===== src/rtl/nx_fifo_rd_stream.sv =====
// nx_fifo_rd_stream: turns a FIFO read port (empty flag + head word) into a
// valid/ready stream through a two-entry holding buffer (main + skid).
// fifo_ren is registered-state based only, never combinational from out_ready.
// Optional feature macro: NX_FIFO_RD_CNT_EN enables the popped-word counter
// rd_count; when undefined rd_count is tied to zero and no counter exists.
module nx_fifo_rd_stream #(
    parameter int unsigned DATA_W = 1,
    parameter int unsigned CNT_W  = 16
) (
    input  logic              clk,
    input  logic              rst_n,
    input  logic              fifo_empty,
    input  logic [DATA_W-1:0] fifo_rdata,
    output logic              fifo_ren,
    input  logic              clear,
    output logic              out_valid,
    input  logic              out_ready,
    output logic [DATA_W-1:0] out_data,
    output logic [1:0]        occ,
    output logic [CNT_W-1:0]  rd_count
);

    // State encoding equals occupancy, so occ is the state register itself.
    typedef enum logic [1:0] {
        S0 = 2'd0,
        S1 = 2'd1,
        S2 = 2'd2
    } state_e;

    state_e            state_q, state_d;
    logic [DATA_W-1:0] main_q, main_d;
    logic [DATA_W-1:0] skid_q, skid_d;
    logic              pop;

    assign out_valid = (state_q != S0);
    assign out_data  = main_q;
    assign occ       = state_q;
    assign pop       = out_valid & out_ready;
    // rst_n gating keeps the FIFO untouched while reset is held.
    assign fifo_ren  = rst_n & ~fifo_empty & ~clear & (state_q != S2);

    // Buffer state and data registers.
    always_ff @(posedge clk or negedge rst_n) begin
        if (!rst_n) begin
            state_q <= S0;
            main_q  <= '0;
            skid_q  <= '0;
        end else begin
            state_q <= state_d;
            main_q  <= main_d;
            skid_q  <= skid_d;
        end
    end

    // Next-state and buffer load decode.
    always_comb begin
        state_d = state_q;
        main_d  = main_q;
        skid_d  = skid_q;
        if (clear) begin
            state_d = S0;
        end else begin
            case (state_q)
                S0: begin
                    if (fifo_ren) begin
                        main_d  = fifo_rdata;
                        state_d = S1;
                    end
                end
                S1: begin
                    if (fifo_ren && pop) begin
                        main_d = fifo_rdata;
                    end else if (fifo_ren) begin
                        skid_d  = fifo_rdata;
                        state_d = S2;
                    end else if (pop) begin
                        state_d = S0;
                    end
                end
                S2: begin
                    if (pop) begin
                        main_d  = skid_q;
                        state_d = S1;
                    end
                end
                default: state_d = S0;
            endcase
        end
    end

`ifdef NX_FIFO_RD_CNT_EN
    logic [CNT_W-1:0] cnt_q;

    // Popped-word counter; wraps naturally, cleared with the buffer.
    always_ff @(posedge clk or negedge rst_n) begin
        if (!rst_n) begin
            cnt_q <= '0;
        end else if (clear) begin
            cnt_q <= '0;
        end else if (pop) begin
            cnt_q <= cnt_q + CNT_W'(1);
        end
    end

    assign rd_count = cnt_q;
`else
    assign rd_count = '0;
`endif

endmodule


===== config.mk =====
export PLATFORM = sky130hd
export DESIGN_NAME = nx_fifo_rd_stream
export DESIGN_NICKNAME = d
export VERILOG_FILES = /design/src/rtl/nx_fifo_rd_stream.sv
export SDC_FILE = /design/constraint.sdc
export NUM_CORES = 1
export LEC_CHECK = 0
export CAP_MARGIN = 30
export CELL_PAD_IN_SITES_DETAIL_PLACEMENT = 2
export CELL_PAD_IN_SITES_GLOBAL_PLACEMENT = 2
export CORE_MARGIN = 5
export CORE_UTILIZATION = 18
export CTS_BUF_LIST = sky130_fd_sc_hd__clkbuf_8 sky130_fd_sc_hd__clkbuf_16
export DETAILED_ROUTE_END_ITERATION = 16
export PLACE_DENSITY_LB_ADDON = 0.1
export RECOVER_POWER = 25
export SLEW_MARGIN = 25
export SYNTH_ARGS = -nofsm -noshare
export SYNTH_HDL_FRONTEND = slang
export SYNTH_SLANG_ARGS = --single-unit

===== constraint.sdc =====
create_clock -name clk -period 1.69 [get_ports clk]
set_input_delay 0.338 -clock clk [delete_from_list [all_inputs] [get_ports clk]]
set_output_delay 0.338 -clock clk [all_outputs]
set_load 0.1 [all_outputs]

Word level (Yosys, flattened, before mapping)
Cells that the tools add are included.
Widths: inputs -> output; s select.
{ "classes": {"n_bitwise": 7, "eq_ne": 10, "n_mux": 11, "reduce_logical": 7} }
{ "ops": {"columns": ["cell", "n"], "rows": [
  ["$mux 2", 6],
  ["$ne 3x3->1 const B", 3],
  ["$ne 2x2->1 const B", 4],
  ["$reduce_and 4->1", 2],
  ["$pmux 2 s3", 1],
  ["$reduce_and 5->1", 1],
  ["$and 1x1->1", 4],
  ["$ne 4x4->1 const B", 1],
  ["$mux 1", 3],
  ["$not 1->1", 3],
  ["$pmux 1 s3", 1],
  ["$reduce_bool 3->1", 1],
  ["$eq 2x1->1 const B", 1],
  ["$eq 2x2->1 const B", 1],
  ["$logic_not 2->1", 1],
  ["$reduce_bool 2->1", 1],
  ["$logic_and 1x1->1", 1]
]} }
{ "word_totals": {"wordCells": 38, "output_inout_bits": 21, "reg_bits": 4, "in_bits": 6} }

Longest topological paths before layout
Gate-level depths: netlist (run 1).
{ "depth": {"word_depth": 8, "ltp_mapped": 5, "depth_no_buf": 4} }

Least setup slack after synthesis (run 1)
No wires, ideal clock.
{ "synth_timing": {"path_type": "reg-to-output", "startpoint": "register state_q[0], in the netlist occ[0]", "endpoint": "output fifo_ren", "t_arrival_ns": 3.355, "setup_slack_ns": -2.003, "path_stages_with_launch": 3, "t_required_ns": 1.352, "n_path_buf": 0, "path_cell_list": "dfrtp_1 and2b_4 nor3_1"} }
{ "synth_between": {"elab_chain_len": 2} }
{ "synth_lines": {"columns": ["element", "line_no", "rtl"], "rows": [
  ["start, declared", "30", "state_e state_q, state_d;"],
  ["start signal, assigned", "49", "state_q <= state_d;"],
  ["$ne 2x2->1", "40", "assign fifo_ren = rst_n & ~fifo_empty & ~clear & (state_q != S2);"],
  ["$and 1x1->1", "40", null],
  ["end, declared", "14", "output logic fifo_ren,"]
]} }
No other way between the ends.

Worst setup path after layout (run 1)
{ "layout_timing": {"startpoint": "register state_q[1], in the netlist occ[1]", "endpoint": "output fifo_ren"} }
The elaborated chain is that of the path after synthesis.

==> flow_metrics.tcl, run 1 <==
set metrics [dict create \
    cp.depth 3 \
    critPathSlowestCell "dfrtp_4" \
    viasPerCell 3.47 \
    final_core_util 0.294 \
    crit_path_end_kind "primary output" \
    antenna_found_initial 0 \
    fmax_ghz 0.628 \
    clkTransAtPathRegs_ns 0.03 \
    hpwl_microns 800 \
    cp_num_buf_inv 1 \
    rows 17 \
    grt_max_degree 8 \
    h-tree-depth 1 \
    ys_ff_latch 4 \
    worstSetupStartpointType "flip-flop" \
    tritoncts "yes" \
    vias 319 \
    dr.pass1.iters 2 \
    grt_pass1_vias 339 \
    worstSetupPathType "flip-flop to primary output" \
    ys_seq_area_frac 0.246 \
    fp.dieW_microns 57.5 \
    core-area_sq_um 2190 \
    arrival_ns 1.25 \
    reg2regPathDepth 3 \
    cts_sinks 4 \
    gp_routability_congestion 0.677 \
    leakagePower_nw 0.323 \
    crit_chain "and2b_4, nor3_4, buf_12" \
    postCtsHoldBufs 0 \
    finalNetCount 72 \
    async_flop_share 1.00 \
    cp_max_fo 5 \
    ir_drop_v 0.000470 \
    finalMaxSlewViolations 0 \
    cp_data_required_time_ns 1.35 \
    area_growth_pct 58.5 \
    clock_latency_ns 0.21 \
    insertedDiodeCount 0 \
    port_buffers 10 \
    drc 0 \
    syn_inst 44 \
    routed_wl_microns 985 \
    synth_edf_count 0 \
    hold_ws_ns 0.306 \
    ys_warn_count 0 \
    synth.distinct_cells 21 \
    rsz0062_at_grt "false" \
    syn_area_per_cell_sq_um 9.24 \
    io_pins 27 \
    setup_viol 0 \
    powerDensity_nw_per_um2 1010 \
    overflow 0 \
    fin_skew_ns 0.00156 \
    finalCriticalPeriod_ns 1.59 \
    cap_violations 0 \
    die-height_microns 57.5 \
    syn_area_sq_um 407 \
    root_buffer "clkbuf_8" \
    die_area_sq_um 3310 \
    cpPeakStageDelay_ns 0.49 \
    gr-usage-all-layers 0.0617 \
    ant_nets 0 \
    critPathTopFamily "flip-flops" \
    drt-initial-drc-count 1 \
    grt_pass1_wl_mm 1.49 \
    final.period_utilization 0.942 \
    min_path_type "input port to async pin" \
    clockBufferDepth 2 \
    initial_core_util 0.186 \
    status "finished, final reports clean" \
    wl_per_cell_microns 10.7 \
    numCtsBuffers 3 \
    final-hold-violation-count 0 \
    drive_gt1_frac 0.375 \
    dominantRegCellSynth "dfrtp_1" \
]
==> layer usage <==
metal  share of wire  track usage  wire length (microns)  vias up
met4               0      0.00993                      0        0
met2            0.51       0.0887                    505       15
met3           0.085       0.0475                     84        0
met1            0.40       0.0737                    395      150
li1                -            -                      -      154
met5               0            0                      0        -
==> kinds of logic (layout without fill, tap and decap cells) <==
kind of cell,Yosys count,count (layout),synth area share
muxes,4,4,0.114
other,1,16,0.00922
buffers and inverters,18,23,0.332
AOI/OAI and AO/OA,4,4,0.0615
and+or+nand+nor,13,13,0.237
DFF,4,4,0.246
==> area by class of cell <==
type                    instances  area [sq um]
clock buffers                   3          41.3
repair buffers                 19           218
fillers                       262          1550
multi-input cells              37           239
well taps                      28          35.0
inverters                       1          3.75
flip-flops and latches          4           108
==> sequential cells by signal (all words and copies together) (netlist names) <==
signal,flops
occ,2
out_data,1
skid_q,1
==> synth_stat cells, drive strengths merged, types with 2 or more instances <==
cell type	count	share of area
buf	17	0.32
dfrtp	4	0.25
mux2	2	0.065
mux2i	2	0.049
nand2b	2	0.068
nor2	2	0.018
nor2b	2	0.031
nor3	2	0.025
==> power by group <==
part / internal, mW / total (mW) / switching, mW
sequential: 0.109 / 0.119 / 0.00997
combinational: 0.0763 / 0.335 / 0.259
clock: 0.151 / 0.195 / 0.0436
==> placed cells by master, fill, tap and decap left out, drive strengths merged <==
master	synthesis	routed
o21ai	1	1
nor4	1	1
nand2	1	1
mux2i	2	2
nor2b	2	2
conb	1	16
nor2	2	2
dfrtp	4	4
dlymetal6s2s	0	2
buf	17	13
or2	1	1
clkdlybuf4s50	0	2
nor3	2	2
and4bb	1	1
a31oi	1	1
dlygate4sd2	0	1
nand2b	2	2
clkbuf	0	4
a21oi	1	1
inv	1	1
and2b	1	1
o22a	1	1
mux2	2	2
==> worst paths after layout <==
path                            startpoint       end  slack, ns
worst max-delay path                occ[1]  fifo_ren        0.1
worst min-delay path                 rst_n  out_data       0.31
worst max register to register      occ[1]    skid_q       0.23
worst min register to register      skid_q    skid_q       0.48
max in group asynchronous            rst_n    occ[0]       1.15
min in group clk                     clear    occ[0]       0.47
==> stage by stage <==
| stage | setup TNS [ns] | cell area [sq um] | power [mW] | std cells | worst slack, ns |
|---|---|---|---|---|---|
| after global placement | -0.377 | 566 | 0.451 | 84 | -0.136 |
| after CTS | 0 | 628 | 0.654 | 90 | 0.0106 |
| final | 0 | 644 | 0.650 | 92 | 0.0976 |
| after floorplan | -0.414 | 482 | 0.403 | 59 | -0.414 |
| after detailed placement | -0.319 | 566 | 0.453 | 84 | -0.131 |
| after global routing | 0 | 644 | 0.682 | 92 | 0.0501 |
==> timing repair <==
| item | in CTS | in global routing |
|---|---|---|
| pin swaps | 0 | 1 |
| buffers inserted | 3 | 2 |
| gates resized for setup | 1 | 2 |
| setup endpoints to repair | 1 | 1 |
| hold endpoints to repair | 0 | 0 |
No activity file was read; power rests on OpenSTA's default activity.
==> inputs of run 2 (changes only) <==
Settings changed: TNS_END_PERCENT set to 100.
==> results of run 2 <==
Same layout as run 1: the final DEF is identical, and so are final timing and power.
==> inputs of run 3 (changes only) <==
Settings changed: CAP_MARGIN 30 to unset.
==> results of run 3 <==
Same layout as run 1: the final DEF is identical, and so are final timing and power.
